File: src/rtl/blit_fill_engine.sv
// Rectangle-fill generator for the 8 bpp blitter: walks a destination rectangle row by row
// and pushes one byte-enabled 32-bit colour write per cycle into the blitter write FIFO.
module blit_fill_engine (
  input  logic        clock,
  input  logic        reset,
  input  logic        start,
  input  logic [25:0] dst_addr,
  input  logic [15:0] width,
  input  logic [15:0] height,
  input  logic [15:0] stride,
  input  logic [7:0]  colour,
  input  logic        abort,
  output logic        busy,
  output logic        done,
  output logic        out_write,
  output logic [25:0] out_addr,
  output logic [31:0] out_data,
  output logic [3:0]  out_byte_enable,
  input  logic        fifo_full
);

  typedef enum logic [1:0] {IDLE, FILL, FINISH} state_t;

  state_t      state_q, state_d;
  logic [25:0] row_addr_q, row_addr_d;
  logic [25:0] cur_q, cur_d;
  logic [15:0] remain_q, remain_d;
  logic [15:0] rows_q, rows_d;
  logic [15:0] width_q, width_d;
  logic [15:0] stride_q, stride_d;
  logic [7:0]  colour_q, colour_d;
  logic        busy_q, busy_d;
  logic        done_q, done_d;
  logic        wr_q, wr_d;
  logic [25:0] addr_q, addr_d;
  logic [31:0] data_q, data_d;
  logic [3:0]  be_q, be_d;

  // Operands of the word being issued: the incoming command on the accept cycle,
  // otherwise the walker registers. This lets the first write leave with busy.
  logic        accept;
  logic        issue;
  logic [25:0] e_row, e_cur;
  logic [15:0] e_rem, e_rows, e_width, e_stride;
  logic [7:0]  e_colour;
  logic [1:0]  off;
  logic [2:0]  room, cnt;
  logic [3:0]  mask;
  logic [15:0] rem_after;
  logic [25:0] cur_after, next_row;

  assign accept = (state_q == IDLE) && start && !busy_q;

  always_comb begin
    // NOTE: every combinational output gets a default first so no path leaves it
    // unassigned, which would otherwise infer a latch.
    e_row    = row_addr_q;
    e_cur    = cur_q;
    e_rem    = remain_q;
    e_rows   = rows_q;
    e_width  = width_q;
    e_stride = stride_q;
    e_colour = colour_q;
    if (accept) begin
      e_row    = dst_addr;
      e_cur    = dst_addr;
      e_rem    = width;
      e_rows   = height;
      e_width  = width;
      e_stride = stride;
      e_colour = colour;
    end

    off  = e_cur[1:0];
    room = 3'd4 - {1'b0, off};
    cnt  = (e_rem < {13'd0, room}) ? e_rem[2:0] : room;
    unique case (cnt)
      3'd1:    mask = 4'b0001;
      3'd2:    mask = 4'b0011;
      3'd3:    mask = 4'b0111;
      3'd4:    mask = 4'b1111;
      default: mask = 4'b0000;
    endcase
    rem_after = e_rem - {13'd0, cnt};
    cur_after = e_cur + {23'd0, cnt};
    next_row  = e_row + {10'd0, e_stride};
  end

  assign issue = !abort && !fifo_full &&
                 ((state_q == FILL) || (accept && (width != 16'd0) && (height != 16'd0)));

  always_comb begin
    state_d    = state_q;
    row_addr_d = row_addr_q;
    cur_d      = cur_q;
    remain_d   = remain_q;
    rows_d     = rows_q;
    width_d    = width_q;
    stride_d   = stride_q;
    colour_d   = colour_q;
    done_d     = 1'b0;
    wr_d       = 1'b0;
    addr_d     = addr_q;
    data_d     = data_q;
    be_d       = be_q;

    unique case (state_q)
      IDLE: begin
        if (accept) begin
          width_d    = width;
          stride_d   = stride;
          colour_d   = colour;
          row_addr_d = e_row;
          cur_d      = e_cur;
          remain_d   = e_rem;
          rows_d     = e_rows;
          state_d    = ((width == 16'd0) || (height == 16'd0)) ? FINISH : FILL;
        end
      end
      FILL: ;
      FINISH: begin
        done_d  = 1'b1;
        state_d = IDLE;
      end
      default: state_d = IDLE;
    endcase

    if (issue) begin
      wr_d   = 1'b1;
      addr_d = {e_cur[25:2], 2'b00};
      data_d = {4{e_colour}};
      be_d   = mask << off;
      if (rem_after == 16'd0) begin
        // Each row restarts from its own row address, so alignment is per row.
        rows_d     = e_rows - 16'd1;
        row_addr_d = next_row;
        cur_d      = next_row;
        remain_d   = e_width;
        if (e_rows == 16'd1) state_d = FINISH;
      end else begin
        cur_d    = cur_after;
        remain_d = rem_after;
      end
    end

    if (abort) begin
      state_d = IDLE;
      wr_d    = 1'b0;
      done_d  = 1'b0;
    end

    busy_d = (state_d != IDLE) || done_d;
  end

  // NOTE: sequential state uses non-blocking assignments so every register samples
  // the pre-edge values, independent of statement order.
  always_ff @(posedge clock or negedge reset) begin
    if (!reset) begin
      state_q    <= IDLE;
      row_addr_q <= '0;
      cur_q      <= '0;
      remain_q   <= '0;
      rows_q     <= '0;
      width_q    <= '0;
      stride_q   <= '0;
      colour_q   <= '0;
      busy_q     <= 1'b0;
      done_q     <= 1'b0;
      wr_q       <= 1'b0;
      addr_q     <= '0;
      data_q     <= '0;
      be_q       <= '0;
    end else begin
      state_q    <= state_d;
      row_addr_q <= row_addr_d;
      cur_q      <= cur_d;
      remain_q   <= remain_d;
      rows_q     <= rows_d;
      width_q    <= width_d;
      stride_q   <= stride_d;
      colour_q   <= colour_d;
      busy_q     <= busy_d;
      done_q     <= done_d;
      wr_q       <= wr_d;
      addr_q     <= addr_d;
      data_q     <= data_d;
      be_q       <= be_d;
    end
  end

  assign busy            = busy_q;
  assign done            = done_q;
  assign out_write       = wr_q;
  assign out_addr        = addr_q;
  assign out_data        = data_q;
  assign out_byte_enable = be_q;

endmodule
File: config.mk
export PLATFORM = sky130hd
export DESIGN_NAME = blit_fill_engine
export DESIGN_NICKNAME = d
export VERILOG_FILES = /design/src/rtl/blit_fill_engine.sv
export SDC_FILE = /design/constraint.sdc
export NUM_CORES = 1
export LEC_CHECK = 0
export ABC_AREA = 1
export ABC_CLOCK_PERIOD_IN_PS = 9700
export BUFFER_PORTS_ARGS = -buffer_cell sky130_fd_sc_hd__buf_2
export CAP_MARGIN = 0
export CORE_AREA = 2 2 131 133
export DETAILED_ROUTE_END_ITERATION = 10
export DIE_AREA = 0 0 133 135
export PLACE_DENSITY = 0.86
export SETUP_SLACK_MARGIN = 0.2
export SLEW_MARGIN = 20
export SYNTH_ARGS = -nofsm -noshare
export SYNTH_HDL_FRONTEND = slang
export SYNTH_SLANG_ARGS = --single-unit
File: constraint.sdc
create_clock -name clock -period 9.7 [get_ports clock]
set_clock_uncertainty 0.05 [all_clocks]
set_input_delay 0.97 -clock clock [delete_from_list [all_inputs] [get_ports clock]]
set_output_delay 0.97 -clock clock [all_outputs]
set_load 0.1 [all_outputs]
==> reports/metrics.yaml <==
drt:
  wl_met1_um: 12200
  drc: 0
  wirelength_um: 28300
  route.top_layer_used: "met4"
  drt_pass1_iterations: 6
  wl_met2_um: 13500
  antenna_left: 0
  drt-initial-drc-count: 892
  wl_met3_um: 1770
  drt-wirelength-per-cell_um: 15.8
  avgViaCountPerCell: 5.59
  num_vias: 10000
sta:
  setup_violations: 0
  drv_slew: 0
  fin_setup_tns_ns: 0
  fin_ws_ns: 2.59
  final_hold_viol_count: 0
  fmax_mhz: 141
  grt_setup_unrepaired: "no"
  finalCritPeriodShare_pct: 73.3
  max_slew.worst_pin.slew_ns: 1.02
  period_minus_slack_ns: 7.11
  slew_headroom_pct: 32.1
cts:
  path_clk_slew_ns: 0.06
  cts-hold-fix-buffers: 0
  h-tree-depth: 4
  clock_latency_ns: 0.44
  cts_root_buffer: "clkbuf_16"
  clockBufferDepth: 2
  cts_buffers: 17
  post_cts.repair.setup_buffers: 0
  cts_resized: 0
  clock_sinks: 165
  cts_tree: "built"
global_route:
  grt.total_usage_pct: 32.3
  grt_max_degree: 106
  grt_pass1_wl_um: 46100
  grt_antenna_before_repair: 0
  gr-total-overflow: 0
  grt_pass1_vias: 9544
logic_synthesis:
  yosysWarnings: 0
  ys_seq_elements: 165
  synth_top_area_share_pct: 40.0
  netlist_area_um2: 10300
  synth_area_leader_cell: "dfrtp_1"
  synthCells: 1462
  synth_cell_types: 45
  synthTopCellsByArea: "dfrtp_1, nand2_1, inv_1"
  ys_seq_area_share_pct: 40.0
  syn_area_per_cell_um2: 7.06
outcome:
  status: "complete, no violations"
floorplan:
  die_w_um: 133
  coreArea_um2: 16400
  rows: 47
  die-area_um2: 18000
  start_util_pct: 62.9
  die_height_um: 135
  pin_count: 152
setup_path:
  end_kind: "flip-flop"
  cpMostUsedCell: "nand2_1"
  cp-start-kind: "primary input"
  cpPeakStageDelay_ns: 0.89
  regToRegSetupSlack_ns: 2.76
  required_ns: 9.97
  critPathMaxFanout: 68
  critPathArrivalTime_ns: 7.38
  r2r_start: "state_q[0]$_DFF_PN0_"
  crit_slowest_cell: "nor2_4"
  startpoint: "start"
  crit_type: "in2reg"
power:
  clock_power_share_pct: 22.2
  power_frac_comb_pct: 49.9
  powerDensity_nw_per_um2: 284
  power.internal_mw: 1.64
  switching_share_pct: 50.2
  power_frac_seq_pct: 28.0
  p_switching_mw: 1.65
  power.leakage_nw: 6.20
  ir_worst_vdd_uv: 239
hold_path:
  min_from: "out_addr[10]$_DFFE_PN0P_"
  hold_path.class: "reg2reg"
cells_and_area:
  nNetsFinal: 1673
  final_common_cell: "nand2_1"
  mostFrequentLayoutCells: "nand2_1, dfrtp_1, inv_1"
  area_growth_syn_to_layout_pct: 12.3
  diodes: 0
  finalNonFillerCells: 1794
  drive_gt1_share_pct: 14.5
placed_design:
  dp.final_hpwl_um: 19900
  port_buffers: 149
  gp_congestion: 0.931
  dpl.cell_count: 1762
  preCtsSetupSlack_ns: 2.33
job:
  cap_violations: 0
-- cell usage after synthesis, drive strengths merged --
library cell  count
buf              55
nand2           564
inv             153
ha               24
mux2i             2
nand4            28
xor2             32
a31oi            12
o21bai            1
nand3            97
nor3             16
o21a              1
o311ai            1
o22ai             1
a21o              1
a21boi            3
nor4             16
o31ai             3
xnor2             5
or2              18
conb              1
and3              2
o211ai           24
nand3b            6
o21ai           100
nor2             85
clkbuf           23
clkinv            2
a21oi            20
fa                1
dfrtp           165
-- path summary, 6_finish.rpt --
path / end / cells past startpoint
worst max-delay path: row_addr_q[20]$_DFF_PN0_ / 30
worst min-delay path: out_addr[10]$_DFFE_PN0P_ / 2
worst max register to register: row_addr_q[20]$_DFF_PN0_ / 28
worst min register to register: out_addr[10]$_DFFE_PN0P_ / 2
max in group asynchronous: row_addr_q[1]$_DFF_PN0_ / 2
min in group asynchronous: width_q[4]$_DFFE_PN0N_ / 1
-- flip-flops by register name, summed over array words and instances, names as in the netlist --
name / cells
out_byte_enable: 4
width_q: 16
out_data: 8
busy: 1
row_addr_q: 26
colour_q: 8
out_write: 1
stride_q: 16
cur_q: 26
done: 1
remain_q: 16
out_addr: 24
state_q: 2
rows_q: 16
-- cells by family (layout without fill, tap and decap cells) --
family          after synthesis  in the layout  share of synthesized area (%)
fa+ha+maj                    25             25                           3.10
buf+inv                     233            344                           10.1
flops                       165            165                           40.0
other cells                   1              2                         0.0364
compound gates              167            167                           9.17
xor+xnor                     37             37                           3.14
mux                           2              2                          0.194
simple gates                832            832                           34.2
-- stage by stage --
step           total power, mW  util, %  cell area [um^2]  hold slack (ns)
6_report                  3.29     70.6             11600            0.419
4_1_cts                   3.28     70.6             11600            0.423
3_3_place_gp              2.52     66.8             11000            0.401
2_1_floorplan             2.29        -             10300            0.388
3_5_place_dp              2.55     66.8             11000            0.407
5_1_grt                   3.47     70.6             11600            0.445
-- routing by layer --
metal  up-vias  global-route usage [%]
li1       4844                       -
met1      4695                    42.9
met4         0                    12.4
met3        82                    4.20
met2       404                    54.5
met5         -                       0
-- critical path, delay by kind of cell --
| family | cells | cell delay, ns |
|---|---|---|
| AO/OA/AOI/OAI | 2 | 0.49 |
| adder cells (fa/ha/maj) | 2 | 0.62 |
| AND/OR/NAND/NOR | 16 | 3.41 |
| buffers and inverters | 10 | 1.81 |
-- area by class of cell --
| cell class | instances | area (um^2) |
|---|---|---|
| clock buffers | 17 | 425 |
| repair buffers | 157 | 812 |
| flip-flops and latches | 165 | 4130 |
| inverters | 155 | 582 |
| clock inverters | 15 | 204 |
| multi-input cells | 1065 | 5150 |
| well taps | 220 | 275 |
| fillers | 1348 | 4820 |
-- power by group through the flow --
| stage | logic [mW] | registers [mW] | clock network, mW |
|---|---|---|---|
| after floorplan | 0.987 | 1.30 | 0 |
| after global placement | 1.60 | 0.923 | 0 |
| after detailed placement | 1.62 | 0.930 | 0 |
| after CTS | 1.63 | 0.918 | 0.734 |
| after global routing | 1.77 | 0.937 | 0.767 |
| final | 1.64 | 0.920 | 0.729 |
Power figures use the tool's default switching activity.
